## config.mk

```make
export PLATFORM = sky130hd
export DESIGN_NAME = systolic_tile_ctrl
export DESIGN_NICKNAME = d
export VERILOG_FILES = /design/src/rtl/systolic_tile_ctrl.sv
export SDC_FILE = /design/constraint.sdc
export NUM_CORES = 1
export LEC_CHECK = 0
export BUFFER_PORTS_ARGS = -buffer_cell sky130_fd_sc_hd__buf_2
export CAP_MARGIN = 20
export CELL_PAD_IN_SITES_DETAIL_PLACEMENT = 2
export CELL_PAD_IN_SITES_GLOBAL_PLACEMENT = 2
export CORE_MARGIN = 1
export CORE_UTILIZATION = 36
export CTS_CLUSTER_DIAMETER = 150
export CTS_CLUSTER_SIZE = 12
export DETAILED_ROUTE_END_ITERATION = 8
export PLACE_DENSITY = 0.95
export SKIP_CTS_REPAIR_TIMING = 1
export SLEW_MARGIN = 20
export SYNTH_ARGS = -nofsm -noshare
export SYNTH_HDL_FRONTEND = slang
export SYNTH_SLANG_ARGS = --single-unit
```

## constraint.sdc

```tcl
create_clock -name i_clk -period 3.9 [get_ports i_clk]
set_input_delay 0.78 -clock i_clk [delete_from_list [all_inputs] [get_ports i_clk]]
set_output_delay 0.78 -clock i_clk [all_outputs]
set_load 0.005 [all_outputs]
```

## src/rtl/systolic_tile_ctrl.sv

```systemverilog
// systolic_tile_ctrl: multi-tile sequencer for a ROWSxCOLS systolic MAC array.
// Each tile runs LOAD_X -> MAC (k_len steps) -> DRAIN (wavefront flush) -> STORE,
// then the next tile or a single DONE cycle. Supports stall, abort and config checking.
module systolic_tile_ctrl #(
  parameter int ROWS   = 4,
  parameter int COLS   = 4,
  parameter int K_MAX  = 16,
  parameter int TILE_W = 8,
  localparam int KW    = $clog2(K_MAX + 1),
  localparam int LW    = $clog2(ROWS),
  localparam int KIW   = $clog2(K_MAX),
  localparam int SW    = $clog2(COLS)
) (
  input  logic              i_clk,
  input  logic              i_rst_n,
  input  logic              i_start,
  input  logic              i_abort,
  input  logic              i_stall,
  input  logic [KW-1:0]     i_k_len,
  input  logic [TILE_W-1:0] i_num_tiles,
  output logic [2:0]        o_global_state,
  output logic              o_busy,
  output logic              o_load_en,
  output logic              o_mac_en,
  output logic              o_acc_clr,
  output logic              o_store_en,
  output logic [LW-1:0]     o_load_idx,
  output logic [KIW-1:0]    o_k_idx,
  output logic [SW-1:0]     o_store_idx,
  output logic [TILE_W-1:0] o_tile_idx,
  output logic              o_done,
  output logic              o_cfg_err
);

  localparam logic [2:0] S_IDLE  = 3'd0;
  localparam logic [2:0] S_LOAD  = 3'd1;
  localparam logic [2:0] S_MAC   = 3'd2;
  localparam logic [2:0] S_DRAIN = 3'd3;
  localparam logic [2:0] S_STORE = 3'd4;
  localparam logic [2:0] S_DONE  = 3'd5;

  // Skew flush: the last partial sum needs ROWS+COLS-2 cycles to leave the array.
  localparam int DRAIN_LEN = ROWS + COLS - 2;
  localparam int PMAX01    = (ROWS > K_MAX) ? ROWS : K_MAX;
  localparam int PMAX012   = (PMAX01 > DRAIN_LEN) ? PMAX01 : DRAIN_LEN;
  localparam int PMAX      = (PMAX012 > COLS) ? PMAX012 : COLS;
  localparam int CW        = $clog2(PMAX + 1);

  logic [2:0]        r_state;
  logic [CW-1:0]     r_phase;    // shared per-state counter, cleared on every transition
  logic [KW-1:0]     r_k_len;
  logic [TILE_W-1:0] r_num_tiles;
  logic [TILE_W-1:0] r_tile;
  logic              r_cfg_err;

  logic              w_cfg_ok;
  logic              w_last;
  logic              w_last_tile;

  assign w_cfg_ok    = (i_k_len != '0) && (i_k_len <= KW'(K_MAX)) && (i_num_tiles != '0);
  assign w_last_tile = (r_tile == r_num_tiles - TILE_W'(1));

  // Final count of the current phase; DRAIN/STORE/LOAD lengths are fixed, MAC is runtime.
  always_comb begin
    w_last = 1'b0;
    case (r_state)
      S_LOAD:  w_last = (r_phase == CW'(ROWS - 1));
      S_MAC:   w_last = (r_phase == CW'(r_k_len) - CW'(1));
      S_DRAIN: w_last = (r_phase == CW'(DRAIN_LEN - 1));
      S_STORE: w_last = (r_phase == CW'(COLS - 1));
      default: w_last = 1'b0;
    endcase
  end

  // Sequencer: abort wins over everything; stall freezes the four working phases.
  always_ff @(posedge i_clk or negedge i_rst_n) begin
    if (!i_rst_n) begin
      r_state     <= S_IDLE;
      r_phase     <= '0;
      r_k_len     <= '0;
      r_num_tiles <= '0;
      r_tile      <= '0;
      r_cfg_err   <= 1'b0;
    end else begin
      r_cfg_err <= 1'b0;
      if (i_abort) begin
        r_state <= S_IDLE;
        r_phase <= '0;
        r_tile  <= '0;
      end else begin
        case (r_state)
          S_IDLE: begin
            if (i_start) begin
              if (w_cfg_ok) begin
                r_k_len     <= i_k_len;
                r_num_tiles <= i_num_tiles;
                r_tile      <= '0;
                r_phase     <= '0;
                r_state     <= S_LOAD;
              end else begin
                r_cfg_err   <= 1'b1;
              end
            end
          end
          S_LOAD, S_MAC, S_DRAIN, S_STORE: begin
            if (!i_stall) begin
              if (w_last) begin
                r_phase <= '0;
                case (r_state)
                  S_LOAD:  r_state <= S_MAC;
                  S_MAC:   r_state <= S_DRAIN;
                  S_DRAIN: r_state <= S_STORE;
                  default: begin
                    if (w_last_tile) begin
                      r_state <= S_DONE;
                    end else begin
                      r_tile  <= r_tile + TILE_W'(1);
                      r_state <= S_LOAD;
                    end
                  end
                endcase
              end else begin
                r_phase <= r_phase + CW'(1);
              end
            end
          end
          S_DONE: begin
            r_state <= S_IDLE;
            r_phase <= '0;
            r_tile  <= '0;
          end
          default: begin
            r_state <= S_IDLE;
            r_phase <= '0;
          end
        endcase
      end
    end
  end

  // Enables and indices decode straight from state/phase; indices read 0 outside their phase.
  always_comb begin
    o_global_state = r_state;
    o_busy         = (r_state != S_IDLE);
    o_load_en      = (r_state == S_LOAD)  && !i_stall;
    o_mac_en       = (r_state == S_MAC)   && !i_stall;
    o_acc_clr      = (r_state == S_MAC)   && (r_phase == '0) && !i_stall;
    o_store_en     = (r_state == S_STORE) && !i_stall;
    o_load_idx     = (r_state == S_LOAD)  ? LW'(r_phase)  : '0;
    o_k_idx        = (r_state == S_MAC)   ? KIW'(r_phase) : '0;
    o_store_idx    = (r_state == S_STORE) ? SW'(r_phase)  : '0;
    o_tile_idx     = r_tile;
    o_done         = (r_state == S_DONE);
    o_cfg_err      = r_cfg_err;
  end

endmodule

```

==> qor.txt, run 1 <==
status - finished, final reports clean
Worst R2R Start - o_global_state[1]
Hold Path Sink - r_k_len[4]
Total GRT Usage - 0.276
Post-synth ARST share - 1.00
largest net degree at the start of global routing - 31
EDFF count, synth - 0
max frequency - 328 MHz
critical path's slowest cell - or4_1
clock tree buffer depth - 2
Leak - 0.00116 uW
r2r worst-path depth - 7
clk_lat worst skew - 0.29 ns
share of the yosys chip area belonging to registers - 0.347
cell family with most CP delay - simple AND/OR/NAND/NOR gates
Mapped Avg Cell Area - 9.17 sq um
Worst Tran Pin Value - 0.835 ns
Wirelength per Cell - 23.0 um
post-DP HPWL - 5590 um
maxcap violations - 0
Reg clk slew, reported paths - 0.07 ns
critical path, cell by cell - nor2_1 > nand2_1 > or4_1 > nor3_1 > o21a_1 > nor4b_2 > a221o_1
# diodes - 0
Final ANT Viol Nets - 0
Post-Place Cells - 341
Vias/cell - 6.19
pwr dens - 714 mW/mm^2
Die X - 79.5 um
Slew Limit Headroom - 0.442
FF-to-FF End - o_tile_idx[5]
WS Path Type - flop to flop
Area contributors post-synth - dfrtp_1 (35%), mux2_2 (7.3%), xnor2_1 (4.0%)
number of global-route vias before repair - 2,330
Bufs and invs on worst path - 0
# fillers - 643
Worst Clk Skew - 0.00648 ns
clock root cell - clkbuf_8
setup violators final - 0
core footprint - 0.00564 sq mm
share of the synthesized area in the top cell type - 0.347
Ports - 44
R2R setup slack - 0.85 ns
syn nets - 259
Cell Rows - 27
cell taking the most area after synthesis - dfrtp_1
area grow syn2layout - 16.0%
Post-Syn Instances - 236
drc violations - 0
drt pass-1 iters - 4
FF+latch count, synth - 30
Min-Delay Path Class - flop to flop
final setup TNS - 0 ns
initial antenna violation count - 0
Top FF cell, synth - dfrtp_1
final std cells w/o fill - 349
CP arrival - 3.22 ns
Inserted Clock Buffers - 5
CP required - 4.08 ns
Worst Path Max Fanout - 17
CTS tree - done
Yosys cell types - 58
VDD IR max - 0.250 mV
startpoint types - flop
top-count cell post-synth - dfrtp_1
DIE AREA - 0.00632 sq mm
Worst setup EP type - flop
first-pass GRT wire length - 13,000 um
Hold Startpoint - r_k_len[4]
Reg area - 751 sq um
Final Cycle Share - 0.782
DRT iter0 DRCs - 79
buffers added on ports - 43
RSZ-0062 raised after global routing - no
Synthesis Warnings - 0
share of cells above drive strength 1 - 0.274
Worst Hold Depth - 1
nets@finish - 299
Initial Util - 0.383
area of the multi-input gates - 0.00131 sq mm
Die Y - 79.5 um
vias post-DR - 2,159
RD Place Congestion - 0.750
Final Hold Fails - 0
CTS sink cnt - 30
Final Critical Period - 3.05 ns
Final Slew Violations - 0
netlist area before placement - 0.00216 sq mm
total gr overflow - 0
Routed WL - 8020 um
commonest cells in the netlist - dfrtp_1 (30), nor2_1 (18), mux2_2 (14), inv_1 (12), nor3_1 (11)
CP max stage delay - 0.59 ns
H-tree depth - 2
flip-flops by register name (all words and copies together) (netlist names):
signal	flops
r_k_len	5
o_tile_idx	8
r_phase	5
o_global_state	3
o_cfg_err	1
r_num_tiles	8
stage by stage:
stage,hold WS (ns),setup WS (ns),total power [uW],area (sq um),utilization
after floorplan,0.484,1.33,1200,2160,-
after global placement,0.519,0.999,1380,2410,0.428
after detailed placement,0.534,0.881,1470,2410,0.428
after CTS,0.540,0.867,1790,2510,0.445
after global routing,0.571,0.681,1910,2510,0.445
final,0.534,0.851,1790,2510,0.445
routing by layer:
metal  routed length [um]  GRT usage  vias up
met3                  292     0.0503       19
met2                 4170      0.474       62
met5                    0          0        -
li1                     -          -      960
met4                  223      0.122        0
met1                 3330      0.334     1118
logic make-up (layout without fill, tap and decap cells):
logic type	after synthesis	count (layout)	synth area share
flip-flops	30	30	0.347
buffers and inverters	23	64	0.0474
AND/OR/NAND/NOR	97	97	0.261
adder cells (fa/ha/maj)	5	5	0.0289
multiplexers	16	16	0.0821
XOR/XNOR	14	14	0.0567
AO/OA/AOI/OAI	51	51	0.176
worst max path at each step:
stage | startpoint | endpoint | slack [ns] | cells after the start
final | o_global_state[1] | o_tile_idx[5] | 0.85 | 7
after global routing | o_global_state[1] | o_tile_idx[5] | 0.68 | 7
after CTS | o_global_state[1] | o_tile_idx[5] | 0.87 | 7
after detailed placement | i_k_len[1] | r_k_len[1] | 0.88 | 6
after global placement | i_k_len[1] | o_tile_idx[5] | 1.0 | 8
after floorplan | i_abort | o_tile_idx[6] | 1.33 | 9
power by group:
part,internal (uW),switching [uW]
Sequential,406,167
Combinational,385,556
Clock,142,136
cell usage in the layout (no fill, tap or decap), types with 2 or more instances in the layout:
master / n
nor3b_1: 4
nand3b_1: 4
buf_2: 43
or3_1: 4
a21oi_1: 8
dfrtp_1: 30
xor2_1: 4
mux2i_1: 2
o211a_1: 2
o21a_1: 3
a31oi_1: 3
nand2_1: 10
a221o_1: 2
a211o_1: 2
nor2_1: 18
nand2b_1: 6
nand4_1: 6
inv_1: 12
or4_1: 2
nor4_1: 5
nor4b_1: 2
o22ai_1: 2
o211ai_1: 5
xnor2_1: 10
a21o_1: 3
ha_1: 5
o21ai_0: 6
nor3_1: 11
nand3_1: 8
and3_1: 7
mux2_2: 14
o31a_1: 2
o31ai_1: 2
clkbuf_8: 6
worst register-to-register path: stages, from the launching register on:
cell and delay (ns):
dfrtp_1 0.58, nor2_1 0.37, nand2_1 0.22, or4_1 0.60, nor3_1 0.37, o21a_1 0.37
nor4b_2 0.12, a221o_1 0.31
cell type report:
class / instances / area share
multi-input cells: 183 / 0.522
clock inverters: 2 / 0.00499
clock buffers: 6 / 0.0329
flip-flops and latches: 30 / 0.299
inverters: 13 / 0.0194
well taps: 72 / 0.0359
repair buffers: 43 / 0.0857
(Power assumes the default switching activity.)
==> run 2, diff against run 1 <==
--- a/config.mk
+++ b/config.mk
@@ -10,11 +10,11 @@
 export CELL_PAD_IN_SITES_DETAIL_PLACEMENT = 2
 export CELL_PAD_IN_SITES_GLOBAL_PLACEMENT = 2
 export CORE_MARGIN = 1
-export CORE_UTILIZATION = 36
+export CORE_UTILIZATION = 33
 export CTS_CLUSTER_DIAMETER = 150
 export CTS_CLUSTER_SIZE = 12
 export DETAILED_ROUTE_END_ITERATION = 8
-export PLACE_DENSITY = 0.95
+export PLACE_DENSITY = 0.9
 export SKIP_CTS_REPAIR_TIMING = 1
 export SLEW_MARGIN = 20
 export SYNTH_ARGS = -nofsm -noshare
==> constraint.sdc (replaced) <==
create_clock -name i_clk -period 3.13 [get_ports i_clk]
set_input_delay 0.626 -clock i_clk [delete_from_list [all_inputs] [get_ports i_clk]]
set_output_delay 0.626 -clock i_clk [all_outputs]
set_load 0.005 [all_outputs]
==> qor.txt, run 2 (synthesis results as in run 1) <==
CTS sink cnt - 30
Final ANT Viol Nets - 0
initial antenna violation count - 0
post-DP HPWL - 5330 um
setup violators final - 0
area of the multi-input gates - 0.00131 sq mm
# fillers - 716
Die X - 83.0 um
critical path's slowest cell - or4b_1
buffers added on ports - 43
nets@finish - 302
total gr overflow - 0
Routed WL - 7480 um
clk_lat worst skew - 0.29 ns
Total GRT Usage - 0.223
H-tree depth - 2
Ports - 44
DRT iter0 DRCs - 108
DIE AREA - 0.00688 sq mm
Leak - 0.00117 uW
RD Place Congestion - 0.812
Slew Limit Headroom - 0.483
Worst Clk Skew - 0.0114 ns
Initial Util - 0.341
WS Path Type - flop to flop
final setup TNS - 0 ns
Reg clk slew, reported paths - 0.08 ns
number of global-route vias before repair - 2,261
CP max stage delay - 0.52 ns
vias post-DR - 2,095
R2R setup slack - 0.19 ns
first-pass GRT wire length - 12,200 um
FF-to-FF End - o_tile_idx[7]
critical path, cell by cell - inv_1 > ha_1 > nor3b_1 > xnor2_1 > o21a_1 > o21ai_2 > and3_1 > or4b_1 > o211ai_1
pwr dens - 868 mW/mm^2
cell family with most CP delay - simple AND/OR/NAND/NOR gates
CP arrival - 3.12 ns
commonest non-fill, non-tap cells in the layout - buf_2 (43), dfrtp_1 (30), nor2_1 (18)
RSZ-0062 raised after global routing - no
Final Cycle Share - 0.939
Worst setup EP type - flop
share of cells above drive strength 1 - 0.279
drc violations - 0
Final Critical Period - 2.94 ns
Wirelength per Cell - 21.0 um
# diodes - 0
Cell Rows - 29
Worst Path Max Fanout - 7
max frequency - 340 MHz
Worst R2R Start - r_k_len[0]
largest net degree at the start of global routing - 31
commonest non-fill, non-tap cell in the layout - buf_2
Vias/cell - 5.87
clock root cell - clkbuf_8
drt pass-1 iters - 4
maxcap violations - 0
Final Slew Violations - 0
CP required - 3.31 ns
startpoint types - flop
area grow syn2layout - 17.2%
core footprint - 0.00635 sq mm
utilization after layout - 0.399
status - finished, final reports clean
Worst Tran Pin Value - 0.768 ns
Inserted Clock Buffers - 5
Die Y - 83.0 um
Final Hold Fails - 0
Power, Total - 2200 uW
clock tree buffer depth - 2
CTS tree - done
Min-Delay Path Class - input port to async pin
Reg area - 751 sq um
VDD IR max - 0.404 mV
Bufs and invs on worst path - 1
r2r worst-path depth - 9
## run 2: cell count changes in the layout (fill, tap and decap cells not counted), sizes merged
cell | before | now
buf | 43 | 46
clkbuf | 6 | 7
clkinvlp | 1 | 0
## run 2: metrics by stage
step / instance area (sq um) / setup slack (ns) / hold slack [ns] / cells
3_3_place_gp: 2440 / 0.358 / 0.513 / 349
4_1_cts: 2530 / 0.183 / 0.408 / 357
5_1_grt: 2530 / 0.0635 / 0.425 / 357
3_5_place_dp: 2440 / 0.256 / 0.533 / 349
2_1_floorplan: 2160 / 0.713 / 0.330 / 236
6_report: 2530 / 0.190 / 0.392 / 357
## run 2: where the power goes
group | leakage (uW) | total [uW] | internal (uW) | switching (uW)
clock network | 0.0000482 | 341 | 178 | 164
registers | 0.000388 | 691 | 507 | 184
logic | 0.000735 | 1170 | 488 | 679
## run 2: cell type report
class                           count  area share
Tap cell                           77      0.0380
Sequential cell                    30       0.296
Inverter                           13      0.0192
Clock inverter                      1     0.00197
Timing Repair Buffer               46      0.0938
Multi-Input combinational cell    183       0.517
Clock buffer                        7      0.0341
## run 2: worst max path at each step
stage                     to              start  cells past startpoint
6_report       o_tile_idx[7]         r_k_len[0]                      9
5_1_grt        o_tile_idx[7]         r_k_len[0]                      9
4_1_cts        o_tile_idx[7]         r_k_len[0]                      9
3_5_place_dp   o_tile_idx[5]  o_global_state[0]                      7
3_3_place_gp   o_tile_idx[5]  o_global_state[0]                      7
2_1_floorplan  o_tile_idx[6]            i_abort                      9
## run 2: per-layer routing
metal / share of wire / vias up / GRT usage / wire, um
li1: - / 965 / - / -
met1: 0.43 / 1052 / 0.279 / 3200
met2: 0.50 / 68 / 0.393 / 3740
met3: 0.055 / 10 / 0.0368 / 410
met4: 0.018 / 0 / 0.0674 / 135
met5: 0 / - / 0 / 0
